--- src/rtl/dlbf_coeffs_cdc_rx_if.sv ---
// Handshake, data and done-level bundle for the DLBF coefficient CDC receiver.
// master = foreign/source side and control inputs, slave = the receiver.
interface dlbf_coeffs_cdc_rx_if #(
   parameter int NUM_CH = 4,
   parameter int DATA_W = 16
);
   logic [NUM_CH-1:0]        src_req;
   logic [NUM_CH*DATA_W-1:0] src_data;
   logic [NUM_CH-1:0]        dst_ack;
   logic [NUM_CH*DATA_W-1:0] cfg_data;
   logic [NUM_CH-1:0]        cfg_valid;
   logic [NUM_CH-1:0]        done_async;
   logic [NUM_CH-1:0]        done_mask;
   logic [NUM_CH-1:0]        done_sync;
   logic                     all_done;
   logic                     irq_clr;
   logic                     irq;
   logic [NUM_CH-1:0]        err;

   modport master (
      output src_req, src_data, done_async, done_mask, irq_clr,
      input  dst_ack, cfg_data, cfg_valid, done_sync, all_done, irq, err
   );

   modport slave (
      input  src_req, src_data, done_async, done_mask, irq_clr,
      output dst_ack, cfg_data, cfg_valid, done_sync, all_done, irq, err
   );
endinterface

--- src/rtl/dlbf_coeffs_cdc_rx.sv ---
// Destination-side CDC receiver: per-channel 4-phase req/ack capture plus synchronised done aggregation.
// Optional ACK watchdog enabled by defining DLBF_COEFFS_CDC_RX_TIMEOUT_EN.
//
// state     | meaning
// ----------+-------------------------------------------------------------
// ST_IDLE   | ack low, waiting for synchronised req to rise
// ST_ACK    | word captured, ack high, waiting for req to fall
// ST_WAIT   | (watchdog only) timed out, ack low, waiting for req to fall
module dlbf_coeffs_cdc_rx #(
   parameter int NUM_CH      = 4,
   parameter int DATA_W      = 16,
   parameter int SYNC_FF     = 4,
   parameter int TIMEOUT_CYC = 1024
) (
   input logic                 m_axis_clk,
   input logic                 m_axis_aresetn,
   dlbf_coeffs_cdc_rx_if.slave bus
);

   if (NUM_CH < 1 || NUM_CH > 16 || DATA_W < 1 || DATA_W > 32 ||
       SYNC_FF < 2 || SYNC_FF > 10 || TIMEOUT_CYC < 1) begin : g_param_chk
      $error("dlbf_coeffs_cdc_rx: parameter out of range");
   end

`ifdef DLBF_COEFFS_CDC_RX_TIMEOUT_EN
   typedef enum logic [1:0] {ST_IDLE, ST_ACK, ST_WAIT} state_t;
   localparam int CW = $clog2(TIMEOUT_CYC + 1);
`else
   typedef enum logic [1:0] {ST_IDLE, ST_ACK} state_t;
`endif

   // Asynchronous assert, synchronous release of the internal reset.
   logic [1:0] rst_sync_q, rst_sync_d;
   logic       rst_int_n;

   assign rst_sync_d = {rst_sync_q[0], 1'b1};

   always_ff @(posedge m_axis_clk or negedge m_axis_aresetn) begin
      if (!m_axis_aresetn) rst_sync_q <= '0;
      else                 rst_sync_q <= rst_sync_d;
   end

   assign rst_int_n = rst_sync_q[1];

   logic [SYNC_FF-1:0][NUM_CH-1:0] req_ff_q, req_ff_d;
   logic [SYNC_FF-1:0][NUM_CH-1:0] done_ff_q, done_ff_d;
   logic [NUM_CH-1:0]              req_s;
   logic [NUM_CH-1:0][DATA_W-1:0]  src_w;

   state_t                        state_q [NUM_CH];
   state_t                        state_d [NUM_CH];
   logic [NUM_CH-1:0]             ack_q, ack_d;
   logic [NUM_CH-1:0]             valid_q, valid_d;
   logic [NUM_CH-1:0][DATA_W-1:0] data_q, data_d;
   logic                          all_done_q, all_done_d;
   logic                          all_done_dly_q;
   logic                          irq_q, irq_d;
`ifdef DLBF_COEFFS_CDC_RX_TIMEOUT_EN
   logic [CW-1:0]                 cnt_q [NUM_CH];
   logic [CW-1:0]                 cnt_d [NUM_CH];
   logic [NUM_CH-1:0]             err_q, err_d;
`endif

   assign src_w     = bus.src_data;
   assign req_ff_d  = {req_ff_q[SYNC_FF-2:0], bus.src_req};
   assign done_ff_d = {done_ff_q[SYNC_FF-2:0], bus.done_async};
   assign req_s     = req_ff_q[SYNC_FF-1];

   always_comb begin
      state_d = state_q;
      ack_d   = ack_q;
      valid_d = '0;
      data_d  = data_q;
`ifdef DLBF_COEFFS_CDC_RX_TIMEOUT_EN
      cnt_d   = cnt_q;
      err_d   = err_q;
`endif
      for (int i = 0; i < NUM_CH; i++) begin
         case (state_q[i])
            ST_IDLE: begin
               if (req_s[i]) begin
                  state_d[i] = ST_ACK;
                  ack_d[i]   = 1'b1;
                  valid_d[i] = 1'b1;
                  data_d[i]  = src_w[i];
`ifdef DLBF_COEFFS_CDC_RX_TIMEOUT_EN
                  cnt_d[i]   = '0;
`endif
               end
            end
            ST_ACK: begin
               if (!req_s[i]) begin
                  state_d[i] = ST_IDLE;
                  ack_d[i]   = 1'b0;
               end
`ifdef DLBF_COEFFS_CDC_RX_TIMEOUT_EN
               else begin
                  cnt_d[i] = cnt_q[i] + 1'b1;
                  if (cnt_d[i] == CW'(TIMEOUT_CYC)) begin
                     state_d[i] = ST_WAIT;
                     ack_d[i]   = 1'b0;
                     err_d[i]   = 1'b1;
                  end
               end
`endif
            end
`ifdef DLBF_COEFFS_CDC_RX_TIMEOUT_EN
            ST_WAIT: begin
               if (!req_s[i]) state_d[i] = ST_IDLE;
            end
`endif
            default: begin
               state_d[i] = ST_IDLE;
               ack_d[i]   = 1'b0;
            end
         endcase
      end
   end

   // An all-zero mask must never report done.
   assign all_done_d = (|bus.done_mask) & (&(done_ff_q[SYNC_FF-1] | ~bus.done_mask));
   assign irq_d      = (all_done_q & ~all_done_dly_q) | (irq_q & ~bus.irq_clr);

   always_ff @(posedge m_axis_clk or negedge rst_int_n) begin
      if (!rst_int_n) begin
         req_ff_q       <= '0;
         done_ff_q      <= '0;
         ack_q          <= '0;
         valid_q        <= '0;
         data_q         <= '0;
         all_done_q     <= 1'b0;
         all_done_dly_q <= 1'b0;
         irq_q          <= 1'b0;
         for (int i = 0; i < NUM_CH; i++) state_q[i] <= ST_IDLE;
`ifdef DLBF_COEFFS_CDC_RX_TIMEOUT_EN
         for (int i = 0; i < NUM_CH; i++) cnt_q[i] <= '0;
         err_q          <= '0;
`endif
      end else begin
         req_ff_q       <= req_ff_d;
         done_ff_q      <= done_ff_d;
         ack_q          <= ack_d;
         valid_q        <= valid_d;
         data_q         <= data_d;
         all_done_q     <= all_done_d;
         all_done_dly_q <= all_done_q;
         irq_q          <= irq_d;
         state_q        <= state_d;
`ifdef DLBF_COEFFS_CDC_RX_TIMEOUT_EN
         cnt_q          <= cnt_d;
         err_q          <= err_d;
`endif
      end
   end

   assign bus.dst_ack   = ack_q;
   assign bus.cfg_valid = valid_q;
   assign bus.cfg_data  = data_q;
   assign bus.done_sync = done_ff_q[SYNC_FF-1];
   assign bus.all_done  = all_done_q;
   assign bus.irq       = irq_q;
`ifdef DLBF_COEFFS_CDC_RX_TIMEOUT_EN
   assign bus.err       = err_q;
`else
   assign bus.err       = '0;
`endif

endmodule

--- src/flat_wrapper.sv ---
// flat-port wrapper written by rule: the top's interface ports become plain ports
module dlbf_coeffs_cdc_rx_flat 
#(
   parameter int NUM_CH      = 4,
   parameter int DATA_W      = 16,
   parameter int SYNC_FF     = 4,
   parameter int TIMEOUT_CYC = 1024
)
  (m_axis_clk, m_axis_aresetn, bus_src_req, bus_src_data, bus_done_async, bus_done_mask, bus_irq_clr, bus_dst_ack, bus_cfg_data, bus_cfg_valid, bus_done_sync, bus_all_done, bus_irq, bus_err);
  dlbf_coeffs_cdc_rx_if #(.NUM_CH(NUM_CH), .DATA_W(DATA_W)) bus_i ();
  input logic m_axis_clk;
  input logic m_axis_aresetn;
  input wire logic [$bits(bus_i.src_req)-1:0] bus_src_req;
  input wire logic [$bits(bus_i.src_data)-1:0] bus_src_data;
  input wire logic [$bits(bus_i.done_async)-1:0] bus_done_async;
  input wire logic [$bits(bus_i.done_mask)-1:0] bus_done_mask;
  input wire logic [$bits(bus_i.irq_clr)-1:0] bus_irq_clr;
  output wire logic [$bits(bus_i.dst_ack)-1:0] bus_dst_ack;
  output wire logic [$bits(bus_i.cfg_data)-1:0] bus_cfg_data;
  output wire logic [$bits(bus_i.cfg_valid)-1:0] bus_cfg_valid;
  output wire logic [$bits(bus_i.done_sync)-1:0] bus_done_sync;
  output wire logic [$bits(bus_i.all_done)-1:0] bus_all_done;
  output wire logic [$bits(bus_i.irq)-1:0] bus_irq;
  output wire logic [$bits(bus_i.err)-1:0] bus_err;
  assign bus_i.src_req = bus_src_req;
  assign bus_i.src_data = bus_src_data;
  assign bus_i.done_async = bus_done_async;
  assign bus_i.done_mask = bus_done_mask;
  assign bus_i.irq_clr = bus_irq_clr;
  assign bus_dst_ack = bus_i.dst_ack;
  assign bus_cfg_data = bus_i.cfg_data;
  assign bus_cfg_valid = bus_i.cfg_valid;
  assign bus_done_sync = bus_i.done_sync;
  assign bus_all_done = bus_i.all_done;
  assign bus_irq = bus_i.irq;
  assign bus_err = bus_i.err;
  dlbf_coeffs_cdc_rx #(.NUM_CH(NUM_CH), .DATA_W(DATA_W), .SYNC_FF(SYNC_FF), .TIMEOUT_CYC(TIMEOUT_CYC)) u_core (.m_axis_clk(m_axis_clk), .m_axis_aresetn(m_axis_aresetn), .bus(bus_i));
endmodule
--- config.mk ---
export PLATFORM = sky130hd
export DESIGN_NAME = dlbf_coeffs_cdc_rx_flat
export DESIGN_NICKNAME = d
export VERILOG_FILES = /design/src/rtl/dlbf_coeffs_cdc_rx_if.sv /design/src/rtl/dlbf_coeffs_cdc_rx.sv /design/src/flat_wrapper.sv
export SDC_FILE = /design/constraint.sdc
export NUM_CORES = 1
export LEC_CHECK = 0
export CAP_MARGIN = 20
export CORE_MARGIN = 2
export CORE_UTILIZATION = 44
export CTS_BUF_LIST = sky130_fd_sc_hd__clkbuf_8
export CTS_CLUSTER_SIZE = 25
export DETAILED_ROUTE_END_ITERATION = 12
export GPL_ROUTABILITY_DRIVEN = 0
export PLACE_DENSITY = 0.79
export SLEW_MARGIN = 20
export SYNTH_ARGS = -nofsm -noshare
export SYNTH_HDL_FRONTEND = slang
export SYNTH_SLANG_ARGS = --single-unit
--- constraint.sdc ---
create_clock -name m_axis_clk -period 4.5 [get_ports m_axis_clk]
set_input_delay 0.45 -clock m_axis_clk [delete_from_list [all_inputs] [get_ports m_axis_clk]]
set_output_delay 0.45 -clock m_axis_clk [all_outputs]
set_load 0.02 [all_outputs]
==> run metrics, run 1 <==
filler instances 675; slew of the pin with the lowest slew margin 0.945 ns; CP top delay family buffers and inverters; drt drc 0; Seq/Total Area, Yosys 69.7%; reg2reg start u_core.state_q[6]$_DFFE_PN0P_; worst r2r path cells 3; clk_lat worst skew 0.35 ns; CP peak stage delay 0.63 ns; FMAX 535 MHz; # IOs 161; cell with the most instances after synthesis dfrtp_1; grt total ovfl 0; RSZ-0062 raised after global routing false; layout cells sized above 1 21.7%; # placed instances 466; Starting Density 45.1%; Tot Pwr 3.82 mW; EDFF count, synth 0; clock tree root buffer cell clkbuf_8; core area 0.00868 mm²; Post-CTS Setup Bufs 0; max-cap viol count 0; Hold Fails Final Rpt 0; Mapped Cells 210; Routed WL 7.44 mm; slew margin rel. 37.0%; PwrDens 676 mW/mm²; VDD IR max 0.312 mV; Initial DRT Pass Iterations 4; worst min path class in -> async; antenna viol nets, final 0; Detailed Place HPWL 5.38 mm; Leak Pwr 2.48 nW; Die ar. 0.00966 mm²; Worst Skew 0.00903 ns; period utilization 41.5%; Unique masters post-synth 13; Final nets 452; Setup-failing EPs final 0; fin. max-slew vios 0; Die Height 98.3 µm; flop-to-flop setup slack 2.72 ns; overall via count from detail_route 2,227; synth top area cells dfrtp_1, mux2_4, mux2_2; status completed; largest net degree at the start of global routing 75; Buffers & Inverters on Critical Path 1; ANT cells 0; Top FF cell, synth dfrtp_1; Layout area overhead 44.2%; crit-path max FO 3; htree depth 3; Initial DRC Count 72; number of port buffers 156; Chip Width 98.3 µm; ys async rst share 100%; clock buffer depth 2; hold bufs inserted after CTS 0; WL/cell 15.4 µm; CP Capture Type primary output; total of warnings raised by yosys 0; row cnt 34; data required time at the worst endpoint 4.05 ns; crit start category flop; number of global-route vias before repair 2,343; clk slew on worst S/H paths 0.09 ns; antenna violations before repair 0; CP Class reg -> out; post-synth top area cell dfrtp_1; Critical Path AT 1.42 ns; Synth top area share 69.7%; crit-path cells clkdlybuf4s50_1; fin crit period 1.87 ns; Yosys reg bits 109; Avg Synthesized Cell Area 18.6 µm²; Cell Area, Synth 0.00391 mm²; Post-CTS Resized 0; GRT Overall Usage 16.1%; Vias/cell 4.62; first-pass GRT wire length 12.1 mm; clk sinks 109; Slowest cell on crit path clkdlybuf4s50_1; filler-free cell count of the finished design 482; Post-synth top cells dfrtp_1, mux2_4, mux2_2; setup tns final 0 ns; Crit Reg-Reg Endpoint u_core.bus.cfg_data[2]$_DFFE_PN0P_; CTS tree yes; number of buffers created by CTS 9
state kept, by name (all words and copies together), names as in the netlist:
| register | count |
|---|---|
| u_core.done_ff_d | 12 |
| u_core.state_q | 4 |
| u_core.bus.all_done | 1 |
| u_core.bus.cfg_data | 64 |
| u_core.all_done_dly_q | 1 |
| u_core.bus.irq | 1 |
| u_core.rst_sync_q | 2 |
| u_core.bus.done_sync | 4 |
| u_core.bus.cfg_valid | 4 |
| u_core.req_ff_d | 12 |
| u_core.req_s | 4 |
report_power, final:
group | switching, mW | internal [mW]
logic | 0.756 | 1.03
registers | 0.205 | 1.32
clock network | 0.312 | 0.199
total | 1.27 | 2.55
metrics by stage:
step | area [µm²] | hold WS [ns] | utilization, % | setup slack, ns
after floorplan | 3930 | 0.154 | - | 1.24
after global placement | 5480 | 0.331 | 63.1 | 2.78
after detailed placement | 5480 | 0.335 | 63.1 | 2.71
after CTS | 5640 | 0.227 | 65.0 | 2.61
after global routing | 5640 | 0.228 | 65.0 | 2.58
final | 5640 | 0.249 | 65.0 | 2.63
how the worst max path moves through the flow:
| stage | start | end | slack, ns | cells after the start |
|---|---|---|---|---|
| after global placement | u_core.state_q[6]$_DFFE_PN0P_ | u_core.bus.cfg_data[4]$_DFFE_PN0P_ | 2.78 | 3 |
| after floorplan | u_core.rst_sync_q[1]$_DFF_PN0_ | u_core.all_done_dly_q$_DFF_PN0_ | 1.24 | 0 |
| after detailed placement | u_core.state_q[6]$_DFFE_PN0P_ | u_core.bus.cfg_data[0]$_DFFE_PN0P_ | 2.71 | 3 |
| after CTS | u_core.bus.all_done$_DFF_PN0_ | bus_all_done | 2.61 | 1 |
| final | u_core.bus.all_done$_DFF_PN0_ | bus_all_done | 2.63 | 1 |
| after global routing | u_core.state_q[6]$_DFFE_PN0P_ | bus_dst_ack[0] | 2.58 | 1 |
layout by cell type, fill, tap and decap left out, drive strengths merged:
cell type and instances:
mux2 64, xnor2 4, nor3 1, clkinvlp 2
conb 5, buf 1, inv 12, ha 4
dfrtp 109, o22ai 3, clkinv 3, nor4 1
clkdlybuf4s50 156, clkbuf 9
final cells by class:
class | instances | area (µm²) | share of cell area, %
timing repair buffer | 157 | 1570 | 27.8
sequential | 109 | 2730 | 48.4
tap | 108 | 135 | 2.39
clock inverter | 7 | 42.5 | 0.754
clock buffer | 9 | 124 | 2.19
multi-input combinational | 82 | 1000 | 17.8
inverter | 10 | 37.5 | 0.665
logic make-up (layout without fill, tap and decap cells):
| group | after synthesis | after routing | share of synthesized area, % |
|---|---|---|---|
| XOR/XNOR | 4 | 4 | 0.895 |
| adder cells (fa/ha/maj) | 4 | 4 | 1.28 |
| multiplexers | 64 | 64 | 22.3 |
| buffers and inverters | 22 | 183 | 4.92 |
| flip-flops | 109 | 109 | 69.7 |
| AO/OA/AOI/OAI | 3 | 3 | 0.480 |
| AND/OR/NAND/NOR | 2 | 2 | 0.288 |
| other | 2 | 5 | 0.192 |
per-layer routing:
layer  vias up  track usage [%]  part of all wire, %  wire, µm
li1       1008                -                    -         -
met5         -                0                    0         0
met2       108             24.2                   45      3360
met3        12             4.94                  9.0       671
met4         0             6.85                  2.0       149
met1      1099             21.8                   44      3270
(Power assumes the default switching activity.)
==> run 2, diff against run 1 <==
==> constraint.sdc (replaced) <==
create_clock -name m_axis_clk -period 1.9 [get_ports m_axis_clk]
set_input_delay 0.19 -clock m_axis_clk [delete_from_list [all_inputs] [get_ports m_axis_clk]]
set_output_delay 0.19 -clock m_axis_clk [all_outputs]
set_load 0.02 [all_outputs]
==> run 2 against run 1 <==
Via count shrank 0.36%. Power up 150%. Largest power group unchanged. Clock skew rose by 0.0065 ns. Critical endpoint is now bus_dst_ack[1]. First-iteration DRC count fell by 49%.
==> run metrics, run 2 (synthesis results as in run 1) <==
status completed (unchanged); core area 0.00868 mm² (unchanged); layout cells sized above 1 23.5% (was 21.7%); Die ar. 0.00966 mm² (unchanged); cell count of the worst hold path 1; Final nets 461 (was 452); # placed instances 474 (was 466); fin. max-slew vios 0 (unchanged); fin crit period 1.58 ns; number of port buffers 156 (unchanged); CP Capture Type primary output (unchanged); clk sinks 109 (unchanged); WL/cell 15.0 µm (was 15.4 µm); clk_lat worst skew 0.36 ns (was 0.35 ns); Critical Path AT 1.39 ns (was 1.42 ns); htree depth 3 (unchanged); clk slew on worst S/H paths 0.10 ns (was 0.09 ns); Die Height 98.3 µm (unchanged); crit start category flop (unchanged); period utilization 83.2%; filler-free cell count of the finished design 491 (was 482); max-cap viol count 0 (unchanged); Detailed Place HPWL 5.51 mm (was 5.38 mm); PwrDens 1620 mW/mm² (was 676 mW/mm²); Post-CTS Resized 0 (unchanged); setup tns final 0 ns (unchanged); CTS tree yes (unchanged); Layout area overhead 48.0% (was 44.2%); number of buffers created by CTS 9 (unchanged); RSZ-0062 raised after global routing false (unchanged); Buffers & Inverters on Critical Path 1 (unchanged); ANT cells 0 (unchanged); Slowest cell on crit path clkdlybuf4s50_1 (unchanged); Setup-failing EPs final 0 (unchanged); CP top delay family buffers and inverters (unchanged); Initial DRT Pass Iterations 4 (unchanged); Initial DRC Count 37 (was 72); GRT Overall Usage 15.8% (was 16.1%); drt drc 0 (unchanged); worst r2r path cells 4 (was 3); FMAX 632 MHz; Starting Density 45.1% (unchanged); HP Start bus_src_req[1]; Chip Width 98.3 µm (unchanged); largest net degree at the start of global routing 37 (was 75); crit-path cells clkdlybuf4s50_1 (unchanged); Worst Setup SP u_core.state_q[4]$_DFFE_PN0P_ (was u_core.bus.all_done$_DFF_PN0_); overall via count from detail_route 2,219 (was 2,227); VDD IR max 0.721 mV (was 0.312 mV); CP Class reg -> out (unchanged); grt total ovfl 0 (unchanged); crit-path max FO 3 (unchanged); Worst Skew 0.0155 ns (was 0.00903 ns); antenna violations before repair 0 (unchanged); first-pass GRT wire length 12.0 mm (was 12.1 mm); max reg flops 64 (unchanged); most frequent cells in the layout clkdlybuf4s50_1, dfrtp_1, mux2_4 (unchanged); Vias/cell 4.52 (was 4.62); # IOs 161 (unchanged); CP peak stage delay 0.62 ns (was 0.63 ns); row cnt 34 (unchanged); number of global-route vias before repair 2,417 (was 2,343); clock buffer depth 2 (unchanged); Hold Fails Final Rpt 0 (unchanged); data required time at the worst endpoint 1.71 ns (was 4.05 ns); Routed WL 7.36 mm (was 7.44 mm); clock tree root buffer cell clkbuf_8 (unchanged); worst min path class in -> reg (was in -> async); antenna viol nets, final 0 (unchanged); reg2reg start u_core.state_q[6]$_DFFE_PN0P_ (unchanged); commonest non-fill, non-tap cell in the layout clkdlybuf4s50_1 (unchanged); Leak Pwr 2.55 nW (was 2.48 nW); cell count along the critical path 1 (unchanged)
[run 2: changes by cell type in the layout (fill, tap and decap cells not counted)]
cell | before | now
dlygate4sd3_1 | 0 | 1
buf_12 | 0 | 2
clkinv_4 | 0 | 1
buf_4 | 1 | 7
inv_1 | 11 | 10
bufinv_16 | 0 | 2
clkinv_2 | 3 | 1
[run 2: worst paths after layout]
kind / endpoint / slack (ns)
max in group asynchronous: u_core.done_ff_d[10]$_DFF_PN0_ / 0.93
min in group asynchronous: u_core.done_ff_d[6]$_DFF_PN0_ / 0.30
worst min register to register: u_core.done_ff_d[6]$_DFF_PN0_ / 0.30
worst min-delay path: u_core.req_ff_d[5]$_DFF_PN0_ / 0.26
worst max register to register: u_core.bus.cfg_data[7]$_DFFE_PN0P_ / 0.40
worst max-delay path: bus_dst_ack[1] / 0.32
[run 2: stage by stage]
step           power (mW)  setup slack (ns)  area [µm²]  hold slack [ns]  utilization, %
4_1_cts              9.50             0.289        5790            0.241            66.8
3_3_place_gp         7.84             0.448        5560            0.298            64.1
3_5_place_dp         7.96             0.410        5560            0.305            64.1
6_report             9.36             0.319        5790            0.259            66.8
2_1_floorplan        6.03            0.0752        3930           -0.106               -
5_1_grt              9.86             0.261        5790            0.245            66.8
[run 2: repair_timing]
item,CTS,global route
endpoints found under the hold margin,2,0
hold buffers,1,0
setup buffers,0,0
[run 2: power by group]
part	switching (mW)	leakage (nW)	total (mW)	internal (mW)
logic	1.81	1.17	4.28	2.46
registers	0.456	1.28	3.59	3.13
clock network	0.750	0.106	1.50	0.747
[run 2: routing by layer]
layer	GRT usage (%)	part of all wire (%)	wire, µm
met1	20.4	43	3160
met5	0	0	0
met2	24.9	48	3500
met3	5.15	8.2	605
met4	6.01	1.4	101
[run 2: layout make-up]
cell class                 count  area [µm²]
clock buffer                   9         124
clock inverter                 7        97.6
fill                         627        2880
inverter                      10        37.5
timing repair buffer         166        1660
tap                          108         135
sequential                   109        2730
multi-input combinational     82        1000
==> run 3, diff against run 2 <==
==> constraint.sdc (replaced) <==
create_clock -name m_axis_clk -period 1.6 [get_ports m_axis_clk]
set_input_delay 0.16 -clock m_axis_clk [delete_from_list [all_inputs] [get_ports m_axis_clk]]
set_output_delay 0.16 -clock m_axis_clk [all_outputs]
set_load 0.02 [all_outputs]
==> run 3 against run 2 <==
Critical path depth unchanged. Global-route usage increased by 0.59 points. Highest routed layer unchanged. Critical endpoint is now bus_dst_ack[3]. Sequential share of layout area increased by 0.21 points. Combinational power increased by 21%. Die area unchanged. Clock skew decreased by 0.0068 ns. Clock power decreased by 6%. Register-to-register slack got worse by 0.11 ns. Via count increased by 1.4%. Largest power group unchanged.
==> run metrics, run 3 (synthesis results as in run 1) <==
WL/cell 15.6 µm (was 15.0 µm); GRT Overall Usage 16.4% (was 15.8%); setup tns final 0 ns (unchanged); Final nets 458 (was 461); clock buffer depth 2 (unchanged); Chip Width 98.3 µm (unchanged); RSZ-0062 raised after global routing false (unchanged); Worst Setup SP u_core.state_q[0]$_DFFE_PN0P_ (was u_core.state_q[4]$_DFFE_PN0P_); drt drc 0 (unchanged); grt total ovfl 0 (unchanged); htree depth 3 (unchanged); Power Internal 7.25 mW (was 6.34 mW); Detailed Place HPWL 5.80 mm (was 5.51 mm); period utilization 96.7%; crit start category flop (unchanged); Routed WL 7.64 mm (was 7.36 mm); clk slew on worst S/H paths 0.09 ns (was 0.10 ns); Buffers & Inverters on Critical Path 1 (unchanged); cell count along the critical path 1 (unchanged); clk sinks 109 (unchanged); Initial DRC Count 18 (was 37); clock tree root buffer cell clkbuf_8 (unchanged); crit-path max FO 3 (unchanged); commonest non-fill, non-tap cell in the layout clkdlybuf4s50_1 (unchanged); ANT cells 0 (unchanged); Reg power frac 39.5% (was 38.3%); reg2reg start u_core.state_q[6]$_DFFE_PN0P_ (unchanged); Layout area overhead 47.4% (was 48.0%); number of global-route vias before repair 2,478 (was 2,417); Net Switching 3.60 mW (was 3.02 mW); Tot Pwr 10.8 mW (was 9.36 mW); Die Height 98.3 µm (unchanged); Crit Reg-Reg Endpoint u_core.bus.cfg_data[4]$_DFFE_PN0P_ (was u_core.bus.cfg_data[7]$_DFFE_PN0P_); worst setup path endpoint bus_dst_ack[3] (was bus_dst_ack[1]); data required time at the worst endpoint 1.44 ns (was 1.71 ns); crit-path cells clkdlybuf4s50_1 (unchanged); sw frac 33.2% (was 32.3%); overall via count from detail_route 2,251 (was 2,219); clk_lat worst skew 0.34 ns (was 0.36 ns); antenna violations before repair 0 (unchanged); layout cells sized above 1 22.4% (was 23.5%); antenna viol nets, final 0 (unchanged); Starting Density 45.1% (unchanged); flop-to-flop setup slack 0.29 ns (was 0.40 ns); worst min path class reg -> async (was in -> reg); PwrDens 1880 mW/mm² (was 1620 mW/mm²); filler instances 650 (was 627); fin. max-slew vios 0 (unchanged); CP peak stage delay 0.66 ns (was 0.62 ns); Setup-failing EPs final 0 (unchanged); # IOs 161 (unchanged); most frequent cells in the layout clkdlybuf4s50_1, dfrtp_1, mux2_4 (unchanged); Critical Path AT 1.39 ns (about the same); Logic pwr share 47.5% (was 45.7%); Hold Fails Final Rpt 0 (unchanged); CP top delay family buffers and inverters (unchanged); Initial DRT Pass Iterations 4 (unchanged); number of port buffers 156 (unchanged); Vias/cell 4.61 (was 4.52); worst r2r path cells 4 (unchanged); number of buffers created by CTS 9 (unchanged); status completed (unchanged); Layout Utilization 66.5% (was 66.8%); CP Capture Type primary output (unchanged); first-pass GRT wire length 12.5 mm (was 12.0 mm); Slowest cell on crit path clkdlybuf4s50_1 (unchanged); Leak Pwr 2.53 nW (was 2.55 nW); CP Class reg -> out (unchanged); share of total power in the clock network 13.0% (was 16.0%); Post-CTS Resized 0 (unchanged); Die ar. 0.00966 mm² (unchanged); fin crit period 1.55 ns; largest net degree at the start of global routing 43 (was 37); core area 0.00868 mm² (unchanged); VDD IR max 0.939 mV (was 0.721 mV); max-cap viol count 0 (unchanged); Worst Skew 0.00867 ns (was 0.0155 ns); FMAX 646 MHz; row cnt 34 (unchanged); CTS tree yes (unchanged); max reg flops 64 (unchanged)
==> run 3: cell types whose count changed in the layout (fill, tap and decap cells not counted) <==
cell | before | now
inv_1 | 10 | 12
bufinv_16 | 2 | 0
clkinvlp_4 | 2 | 3
buf_12 | 2 | 6
buf_4 | 7 | 0
clkinv_4 | 1 | 0
==> run 3: what timing repair did <==
item	in CTS	in global routing
hold endpoints to repair	2	0
hold buffers	1	0
setup buffers	0	0
==> run 3: how the worst min path moves through the flow <==
stage	to	slack [ns]	depth (start not counted)
2_1_floorplan	u_core.rst_sync_q[0]$_DFF_PN0_	-0.14	0
3_5_place_dp	u_core.req_ff_d[6]$_DFF_PN0_	0.25	0
6_report	u_core.req_ff_d[6]$_DFF_PN0_	0.25	0
3_3_place_gp	u_core.state_q[2]$_DFFE_PN0P_	0.25	0
5_1_grt	u_core.done_ff_d[6]$_DFF_PN0_	0.22	1
4_1_cts	u_core.req_ff_d[7]$_DFF_PN0_	0.23	1
==> run 3: routing by layer <==
layer	vias up	share of wire, %	global-route usage (%)	wire length, µm
li1	1021	-	-	-
met1	1124	42	21.3	3210
met2	94	50	26.9	3780
met3	12	6.5	4.01	498
met4	0	1.9	5.80	145
met5	-	0	0	0
==> run 3: worst reg2reg max path, cell delays in order, from the launching register on <==
cell,delay [ns]
dfrtp_1,0.41
inv_1,0.06
ha_1,0.19
buf_12,0.18
mux2_2,0.36
==> run 3: stage by stage <==
step / cells / hold WS [ns] / instance area (µm²) / setup WS (ns)
after global routing: 488 / 0.225 / 5770 / 0.00769
final: 488 / 0.247 / 5770 / 0.0528
after global placement: 471 / 0.246 / 5590 / 0.343
after floorplan: 213 / -0.136 / 3930 / 0.181
after CTS: 488 / 0.231 / 5770 / 0.0294
after detailed placement: 471 / 0.252 / 5590 / 0.291
==> run 3: area by class of cell <==
class | count | area, µm² | area share [%]
clock buffer | 9 | 124 | 2.15
sequential | 109 | 2730 | 47.4
clock inverter | 7 | 43.8 | 0.759
multi-input combinational | 82 | 1000 | 17.4
timing repair buffer | 163 | 1690 | 29.3
inverter | 10 | 37.5 | 0.651
tap | 108 | 135 | 2.34
==> run 3: power groups by stage <==
stage                     clock (mW)  combinational (mW)  sequential (mW)
after floorplan                    0                1.73             5.44
after global placement             0                5.09             4.31
after detailed placement           0                5.21             4.35
after CTS                       1.48                5.22             4.30
after global routing            1.59                5.41             4.42
final                           1.41                5.16             4.28
